==> src/rtl/data_ram_arb.sv <==
// Data RAM arbiter: CPU MA-stage byte/half/word access with priority over a debug host (HOST_STARVE_LIMIT_EN enables the host starvation limit).
// Latency: host grant and CPU write are combinational; load data and host read data return one cycle after the address.
// Backpressure: the host holds its request until host_gnt; cpu_stall forces a CPU hold only when the starvation limit fires.
module data_ram_arb #(
    parameter int STARVE_MAX = 8
) (
    input  logic        clk,
    input  logic        rst,
    input  logic        cpu_re,
    input  logic        cpu_we,
    input  logic [11:0] cpu_adr,
    input  logic [1:0]  cpu_size,
    input  logic        cpu_uns,
    input  logic [31:0] cpu_wdata,
    output logic [31:0] cpu_rdata,
    output logic        cpu_stall,
    output logic        cpu_misal,
    input  logic        host_req,
    input  logic        host_we,
    input  logic [9:0]  host_adr,
    input  logic [31:0] host_wdata,
    output logic        host_gnt,
    output logic        host_rvld,
    output logic [31:0] host_rdata,
    output logic [9:0]  ram_radr,
    input  logic [31:0] ram_rdata,
    output logic [9:0]  ram_wadr,
    output logic [31:0] ram_wdata,
    output logic [3:0]  ram_wen
);

    if (STARVE_MAX < 1 || STARVE_MAX > 255) begin : g_starve_range
        $error("STARVE_MAX must be within 1..255");
    end

    logic        cpu_act;
    logic [1:0]  lane;
    logic        misal;
    logic        force_gnt;
    logic        cpu_go;
    logic        host_wr;
    logic        host_rd;
    logic [3:0]  st_mask;
    logic [31:0] st_data;
    logic [31:0] ld_ext;

    logic        host_rd_q;
    logic        ld_q;
    logic [1:0]  ld_lane_q;
    logic [1:0]  ld_size_q;
    logic        ld_uns_q;
    logic [31:0] rdata_q;

    assign cpu_act   = cpu_re | cpu_we;
    assign lane      = cpu_adr[1:0];
    assign misal     = ((cpu_size == 2'b01) & lane[0]) | (cpu_size[1] & (lane != 2'b00));
    assign cpu_misal = cpu_act & misal;

`ifdef HOST_STARVE_LIMIT_EN
    logic [7:0] starve_cnt;

    assign force_gnt = ~rst & host_req & (starve_cnt == 8'(STARVE_MAX));
    assign cpu_stall = force_gnt;

    always_ff @(posedge clk) begin
        if (rst) begin
            starve_cnt <= 8'd0;
        end else if (host_gnt) begin
            starve_cnt <= 8'd0;
        end else if (host_req) begin
            starve_cnt <= starve_cnt + 8'd1;
        end
    end
`else
    assign force_gnt = 1'b0;
    assign cpu_stall = 1'b0;
`endif

    assign host_gnt = ~rst & host_req & (~cpu_act | force_gnt);
    assign host_wr  = host_gnt & host_we;
    assign host_rd  = host_gnt & ~host_we;
    // Misaligned CPU accesses never touch the RAM.
    assign cpu_go   = ~rst & cpu_act & ~force_gnt & ~misal;

    always_comb begin
        st_mask = 4'b1111;
        st_data = cpu_wdata;
        case (cpu_size)
            2'b00: begin
                st_mask = 4'b0001 << lane;
                st_data = {4{cpu_wdata[7:0]}};
            end
            2'b01: begin
                st_mask = 4'b0011 << lane;
                st_data = {2{cpu_wdata[15:0]}};
            end
            default: begin
                st_mask = 4'b1111;
                st_data = cpu_wdata;
            end
        endcase
    end

    always_comb begin
        ram_wen   = 4'b0000;
        ram_wadr  = cpu_adr[11:2];
        ram_wdata = st_data;
        if (host_wr) begin
            ram_wen   = 4'b1111;
            ram_wadr  = host_adr;
            ram_wdata = host_wdata;
        end else if (cpu_go & cpu_we) begin
            ram_wen   = st_mask;
        end
    end

    assign ram_radr = host_rd ? host_adr : cpu_adr[11:2];

    always_ff @(posedge clk) begin
        if (rst) begin
            host_rd_q <= 1'b0;
            ld_q      <= 1'b0;
            ld_lane_q <= 2'b00;
            ld_size_q <= 2'b00;
            ld_uns_q  <= 1'b0;
            rdata_q   <= 32'd0;
        end else begin
            host_rd_q <= host_rd;
            ld_q      <= cpu_go & cpu_re;
            if (cpu_go & cpu_re) begin
                ld_lane_q <= lane;
                ld_size_q <= cpu_size;
                ld_uns_q  <= cpu_uns;
            end
            rdata_q   <= cpu_rdata;
        end
    end

    always_comb begin
        logic [7:0]  sel_b;
        logic [15:0] sel_h;
        sel_h = ld_lane_q[1] ? ram_rdata[31:16] : ram_rdata[15:0];
        case (ld_lane_q)
            2'd0:    sel_b = ram_rdata[7:0];
            2'd1:    sel_b = ram_rdata[15:8];
            2'd2:    sel_b = ram_rdata[23:16];
            default: sel_b = ram_rdata[31:24];
        endcase
        case (ld_size_q)
            2'b00:   ld_ext = {{24{~ld_uns_q & sel_b[7]}}, sel_b};
            2'b01:   ld_ext = {{16{~ld_uns_q & sel_h[15]}}, sel_h};
            default: ld_ext = ram_rdata;
        endcase
    end

    // Load data is taken straight off the RAM in the return cycle, otherwise the last value is held.
    assign cpu_rdata  = rst ? 32'd0 : (ld_q ? ld_ext : rdata_q);
    assign host_rvld  = host_rd_q & ~rst;
    assign host_rdata = host_rvld ? ram_rdata : 32'd0;

endmodule

==> config.mk <==
export PLATFORM = sky130hd
export DESIGN_NAME = data_ram_arb
export DESIGN_NICKNAME = d
export VERILOG_FILES = /design/src/rtl/data_ram_arb.sv
export SDC_FILE = /design/constraint.sdc
export NUM_CORES = 1
export LEC_CHECK = 0
export ABC_CLOCK_PERIOD_IN_PS = 3400
export BUFFER_PORTS_ARGS = -buffer_cell sky130_fd_sc_hd__buf_4
export CORE_AREA = 2 2 99 101
export CTS_CLUSTER_DIAMETER = 30
export DETAILED_ROUTE_END_ITERATION = 10
export DIE_AREA = 0 0 101 103
export PLACE_DENSITY_LB_ADDON = 0.1
export RECOVER_POWER = 25
export SETUP_SLACK_MARGIN = 0.02
export SLEW_MARGIN = 0
export SYNTH_ARGS = -nofsm -noshare
export SYNTH_HDL_FRONTEND = slang
export SYNTH_SLANG_ARGS = --single-unit
==> constraint.sdc <==
create_clock -name clk -period 3.4 [get_ports clk]
set_input_delay 0.17 -clock clk [delete_from_list [all_inputs] [get_ports clk]]
set_output_delay 0.17 -clock clk [all_outputs]
set_load 0.02 [all_outputs]
**Yosys cells after proc, flatten, opt, wreduce, memory -nomap -nowiden**

Cells that the tools add are included.

- Equal/unequal tests: 4
- Multiplexer cells: 13
- Bitwise logic cells: 21
- Shifts and indexed selects: 2
- Reductions and logical operators: 4

Operators by type and width:

| operator | number |
|---|---|
| $mux W32 | 4 |
| $pmux W32 S2 | 2 |
| $pmux W8 S3 | 1 |
| $mux W10 | 2 |
| $mux W16 | 1 |
| $and A1 B1 Y1 | 14 |
| $mux W4 | 2 |
| $pmux W4 S2 | 1 |
| $eq A2 B1 Y1 const B | 3 |
| $logic_not A2 Y1 | 3 |
| $not A1 Y1 | 5 |
| $shl A1 B2 Y4 const A | 1 |
| $shl A2 B2 Y4 const A | 1 |
| $eq A2 B2 Y1 const B | 1 |
| $or A1 B1 Y1 | 2 |
| $reduce_bool A2 Y1 | 1 |

- Output and inout bits: 124
- Flip-flop bits (word level): 39
- Logic and storage cells: 50
- Bits of input ports: 127

**Depth between registers and ports, before layout**

- Depth after elaboration: 8
- Mapped depth: 6
- Mapped depth without buffers: 4

**Least setup slack after synthesis**

No wires, ideal clock.

- Path type: register to output
- Start: register ld_size_q[0]
- End: output cpu_rdata[4]
- Data required time: 3.230 ns
- Slack: 1.212 ns
- Data arrival time: 2.018 ns
- Buffers on the path: 1
- Stages on the path, launching flop included: 6
- Cells stage by stage: dfxtp_1 nand2b_1 buf_2 nand3b_1 o21ai_0 a2111oi_0

- Word-level cells in the longest chain between the ends: 4
- Elaborated cells between the ends (all ways): 5
- Classes of those cells: eq/ne (1); mux (3); reduce/logical (1)

Ends and longest elaborated chain:

| what | line | RTL |
|---|---|---|
| start, declared | 50 | `logic [1:0] ld_size_q;` |
| start signal, assigned | 132 | `ld_size_q <= cpu_size;` |
| $eq A2 B1 Y1 / $logic_not A2 Y1 (equally long branches) | 149 | `case (ld_size_q)` |
| $pmux W32 S2 (*) | 149 |  |
| $mux W32 (*) (2 in a row) | 157 | `assign cpu_rdata = rst ? 32'd0 : (ld_q ? ld_ext : rdata_q);` |
| end, declared | 15 | `output logic [31:0] cpu_rdata,` |

Every way passes the cells marked *; elsewhere a longest branch is shown, timed or not.

**Worst setup path after layout**

- Start: register ld_lane_q[1]
- End: output cpu_rdata[28]

- Word-level cells in the longest chain between the ends: 6
- Elaborated cells between the ends (all ways): 10
- Classes of those cells: eq/ne (2); mux (5); bitwise (2); reduce/logical (1)

Ends and longest elaborated chain:

| what | line | RTL |
|---|---|---|
| start, declared | 49 | `logic [1:0] ld_lane_q;` |
| start signal, assigned | 131 | `ld_lane_q <= lane;` |
| $eq A2 B2 Y1, or another cell as far along | 143 | `case (ld_lane_q)` |
| $pmux W8 S3 | 143 |  |
| $and A1 B1 Y1 | 150 | `2'b00: ld_ext = {{24{~ld_uns_q & sel_b[7]}}, sel_b};` |
| $pmux W32 S2 (*) | 149 |  |
| $mux W32 (*) (2 in a row) | 157 |  |

Marked as above.

==> parameters.txt <==
Parameter                              Value

Power and ir drop
  IR Drop Worst-Case VDD    148 µV
  Pwr per Cell Area    260 nW/µm²
  Power, Total    1360 µW
  Leakage power total    0.00240 µW

Routing
  Wl on met1    5010 µm
  Highest metal layer with signal wires    met4
  Vias    4219
  Met3 routed WL    861 µm
  Detail Route Antenna Nets    0
  Routed WL    12300 µm
  Per-cell via count in the routed design    5.18
  First DRT Iteration DRCs    144
  Number of detailed-routing iterations run before antenna repair    4
  Routed wire length on met2    6300 µm
  Average wire per standard cell    15.1 µm
  Post-route DRC violation count    0

Worst setup path
  R2r endpoint    rdata_q[31]
  Type of element capturing the critical path    output port
  Critical path class    reg -> out
  Largest stage delay, worst path    0.82 ns
  Worst path required time    3.23 ns
  Count of cells along the worst register-to-register path    4
  Setup slack of the worst register-to-register path    0.95 ns
  Library cell contributing the largest single delay on the critical path    sky130_fd_sc_hd__dfxtp_1
  Maximum fanout encountered on the critical timing path    32
  Dominant delay contributor by cell family on the critical path    flip-flops
  Critical path startpoint category    flop
  CP Cell Sequence    mux2i_1 > o22ai_1 > nand3_1 > o21ai_0 > buf_4
  Critical path buffers and inverters    1
  Reg2Reg Launch Point    ld_lane_q[1]
  Critical path arrival    2.79 ns

Layout
  Ant. Diodes    0
  Area taken by flip-flops and latches    782 µm²
  Fin area    5220 µm²
  Area used by multi-input combinational logic    2360 µm²
  Layout cell share with drive strength beyond 1    37.2%
  Final Net Count    827
  Growth of design area from synthesis to finish    52.9%
  Layout filler cell count    936

Placement
  DP Worst Slack    0.746 ns
  Last weighted congestion value of the routability-driven placer    0.800
  Port Buf Inserts    249
  Placed Instance Area    5250 µm²
  Detailed placement HPWL    9540 µm

Global route
  Initial antenna violation count    0
  Global-route wire length before repair    18200 µm
  Via count of the first global-routing pass    3691
  Maximum number of pins on one net before global-route repair    76
  Gr ovfl total    0
  Total routing resource utilization after global routing    21.6%

Synthesis
  Post-synthesis area per instance    7.05 µm²
  Cells taking the most area after synthesis    sky130_fd_sc_hd__dfxtp_1 23%, sky130_fd_sc_hd__o21ai_0 9.8%, sky130_fd_sc_hd__nand2_1 9.7%
  Multiplexer area fraction after synthesis    14.9%
  Primary FF master, synth    sky130_fd_sc_hd__dfxtp_1
  Fraction of the mapped netlist area in adder cells    0%
  Number of synthesized flops with an enable pin    0
  Xor/xnor cell area share of the yosys netlist    0.514%
  Sequential area share after synthesis    22.9%
  Main combinational cell family by area after synthesis    simple AND/OR/NAND/NOR gates
  Dominant cell type by area after synthesis    sky130_fd_sc_hd__dfxtp_1
  Share of synthesized cell area in and, or, nand and nor gates    28.4%
  Count of different cell masters after synthesis    40
  Synthesized net count    611
  Post-synthesis cell area    3410 µm²
  Synthesized netlist cell count    484
  Asr flop ratio synth    0%
  Count of warnings emitted by yosys    0
  Post-synthesis compound-gate area fraction    25.6%
  Register bit total from synthesis    39
  Share of the synthesized area in the top cell type    22.9%

Clock network
  # H-tree levels    2
  Post-CTS Resized    0
  Sink Count    39
  Post-CTS Repair Setup Buffers    0
  Clock tree from TritonCTS    yes
  Clock-pin slew reported for the worst setup and hold paths after clock tree synthesis    0.07 ns
  Insertion delay of the later-clocked pin in the worst-skew pair    0.29 ns
  Buffer cell driving the clock tree root    sky130_fd_sc_hd__clkbuf_8
  Hold bufs inserted after CTS    0
  Cts bufs inserted    5
  CTS max path bufs    2

Floorplanning
  Initial core utilization    36.1%
  Chip Height    103 µm
  IO Count    251
  Horizontal die dimension    101 µm
  Count of standard-cell rows    36
  Total die area    10400 µm²
  CORE AREA    9460 µm²

Status
  Violated checks    max-capacitance violations, max-slew violations
  Result of the run    finished with violations

Min path
  Worst min-delay path class    in -> reg
  Startpoint of the lowest-slack hold path    cpu_uns
  Worst hold path stage count    2
  Worst hold endpoint    ld_uns_q

Job
  Max-capacitance violation count    1

STA
  Worst clock skew on the final layout    0.00522 ns
  Hold Vio Cnt, Final    0
  Period utilization    87.1%
  Total count of max-transition violations in the final report    31
  Worst hold slack across all endpoints    0.105 ns
  Worst Max-Slew Pin Slew    1.52 ns
  Final setup violation count    0
  Final setup TNS    0 ns
  Setup repair after global routing missed its margin    false
  Normalized max-slew margin    -1.32%
  Time the final worst path needs with I/O delays and setup    2.96 ns
  Worst setup margin    0.437 ns
  Highest clock rate    337 MHz
layer usage:
metal | track usage (%) | vias up
li1 | - | 2130
met2 | 38.5 | 152
met5 | 0 | -
met4 | 4.26 | 0
met1 | 26.8 | 1928
met3 | 5.15 | 9
cell usage after synthesis, types with 2 or more instances:
cell / number
sky130_fd_sc_hd__inv_1: 6
sky130_fd_sc_hd__nand3b_1: 16
sky130_fd_sc_hd__mux2i_1: 26
sky130_fd_sc_hd__o22ai_1: 2
sky130_fd_sc_hd__nor2b_1: 22
sky130_fd_sc_hd__dfxtp_1: 39
sky130_fd_sc_hd__buf_1: 2
sky130_fd_sc_hd__a2111oi_0: 14
sky130_fd_sc_hd__or3_1: 2
sky130_fd_sc_hd__nor2_1: 29
sky130_fd_sc_hd__o21ai_0: 67
sky130_fd_sc_hd__nand2b_1: 2
sky130_fd_sc_hd__buf_4: 8
sky130_fd_sc_hd__a21oi_1: 12
sky130_fd_sc_hd__a311oi_1: 2
sky130_fd_sc_hd__nor3_1: 2
sky130_fd_sc_hd__nand2_1: 88
sky130_fd_sc_hd__mux2_2: 22
sky130_fd_sc_hd__a31oi_1: 17
sky130_fd_sc_hd__and2_1: 33
sky130_fd_sc_hd__buf_2: 14
sky130_fd_sc_hd__a211oi_1: 14
sky130_fd_sc_hd__o21ai_1: 7
sky130_fd_sc_hd__clkbuf_1: 22
sequential cells by signal, indices dropped and copies added, names as in the netlist:
register	count
rdata_q	32
host_rd_q	1
ld_uns_q	1
ld_lane_q	2
ld_size_q	2
ld_q	1
logic make-up after synthesis:
kind of cell / after synthesis
mux: 48
xor+xnor: 2
compound gates: 143
other cells: 1
simple gates: 197
buf+inv: 54
flops: 39
final cells by class:
class / instances / share of cell area (%)
clock inverters: 1 / 0.0960
flip-flops and latches: 39 / 15.0
repair buffers: 257 / 35.0
well taps: 114 / 2.74
multi-input cells: 391 / 45.3
inverters: 6 / 0.432
clock buffers: 7 / 1.46
cell usage in the layout, fill, tap and decap left out, types with 2 or more instances in the layout:
master / synthesis / routed
sky130_fd_sc_hd__buf_4: 8 / 229
sky130_fd_sc_hd__nand2_1: 88 / 88
sky130_fd_sc_hd__o21ai_0: 67 / 68
sky130_fd_sc_hd__dfxtp_1: 39 / 38
sky130_fd_sc_hd__and2_1: 33 / 33
sky130_fd_sc_hd__clkbuf_1: 22 / 30
sky130_fd_sc_hd__nor2_1: 29 / 29
sky130_fd_sc_hd__mux2i_1: 26 / 26
sky130_fd_sc_hd__mux2_2: 22 / 22
sky130_fd_sc_hd__nor2b_1: 22 / 21
sky130_fd_sc_hd__a31oi_1: 17 / 17
sky130_fd_sc_hd__nand3b_1: 16 / 16
sky130_fd_sc_hd__a211oi_1: 14 / 14
sky130_fd_sc_hd__a2111oi_0: 14 / 14
sky130_fd_sc_hd__a21oi_1: 12 / 12
sky130_fd_sc_hd__o21ai_1: 7 / 6
sky130_fd_sc_hd__inv_1: 6 / 6
sky130_fd_sc_hd__clkbuf_8: 0 / 5
sky130_fd_sc_hd__or3_1: 2 / 2
sky130_fd_sc_hd__o22ai_1: 2 / 2
sky130_fd_sc_hd__nor3_1: 2 / 2
sky130_fd_sc_hd__nand2b_1: 2 / 2
sky130_fd_sc_hd__a311oi_1: 2 / 2
where the power goes:
group / switching, µW / internal [µW]
clock network: 151 / 144
logic: 307 / 259
registers: 15.1 / 483
total: 473 / 885
how the worst max path moves through the flow:
stage	start	end	cells after the start
global placement	ld_lane_q[1]	cpu_rdata[20]	5
global route	ld_lane_q[1]	cpu_rdata[28]	5
finish	ld_lane_q[1]	cpu_rdata[28]	5
detailed placement	ld_lane_q[1]	cpu_rdata[27]	5
floorplan	ld_size_q[0]	cpu_rdata[4]	5
CTS	ld_lane_q[1]	cpu_rdata[27]	5
stage by stage:
step,std cells,utilization (%)
after floorplan,484,-
final,815,55.1
after global placement,807,55.5
after detailed placement,807,55.5
after global routing,815,55.1
after CTS,815,56.4
(Power assumes the default switching activity.)
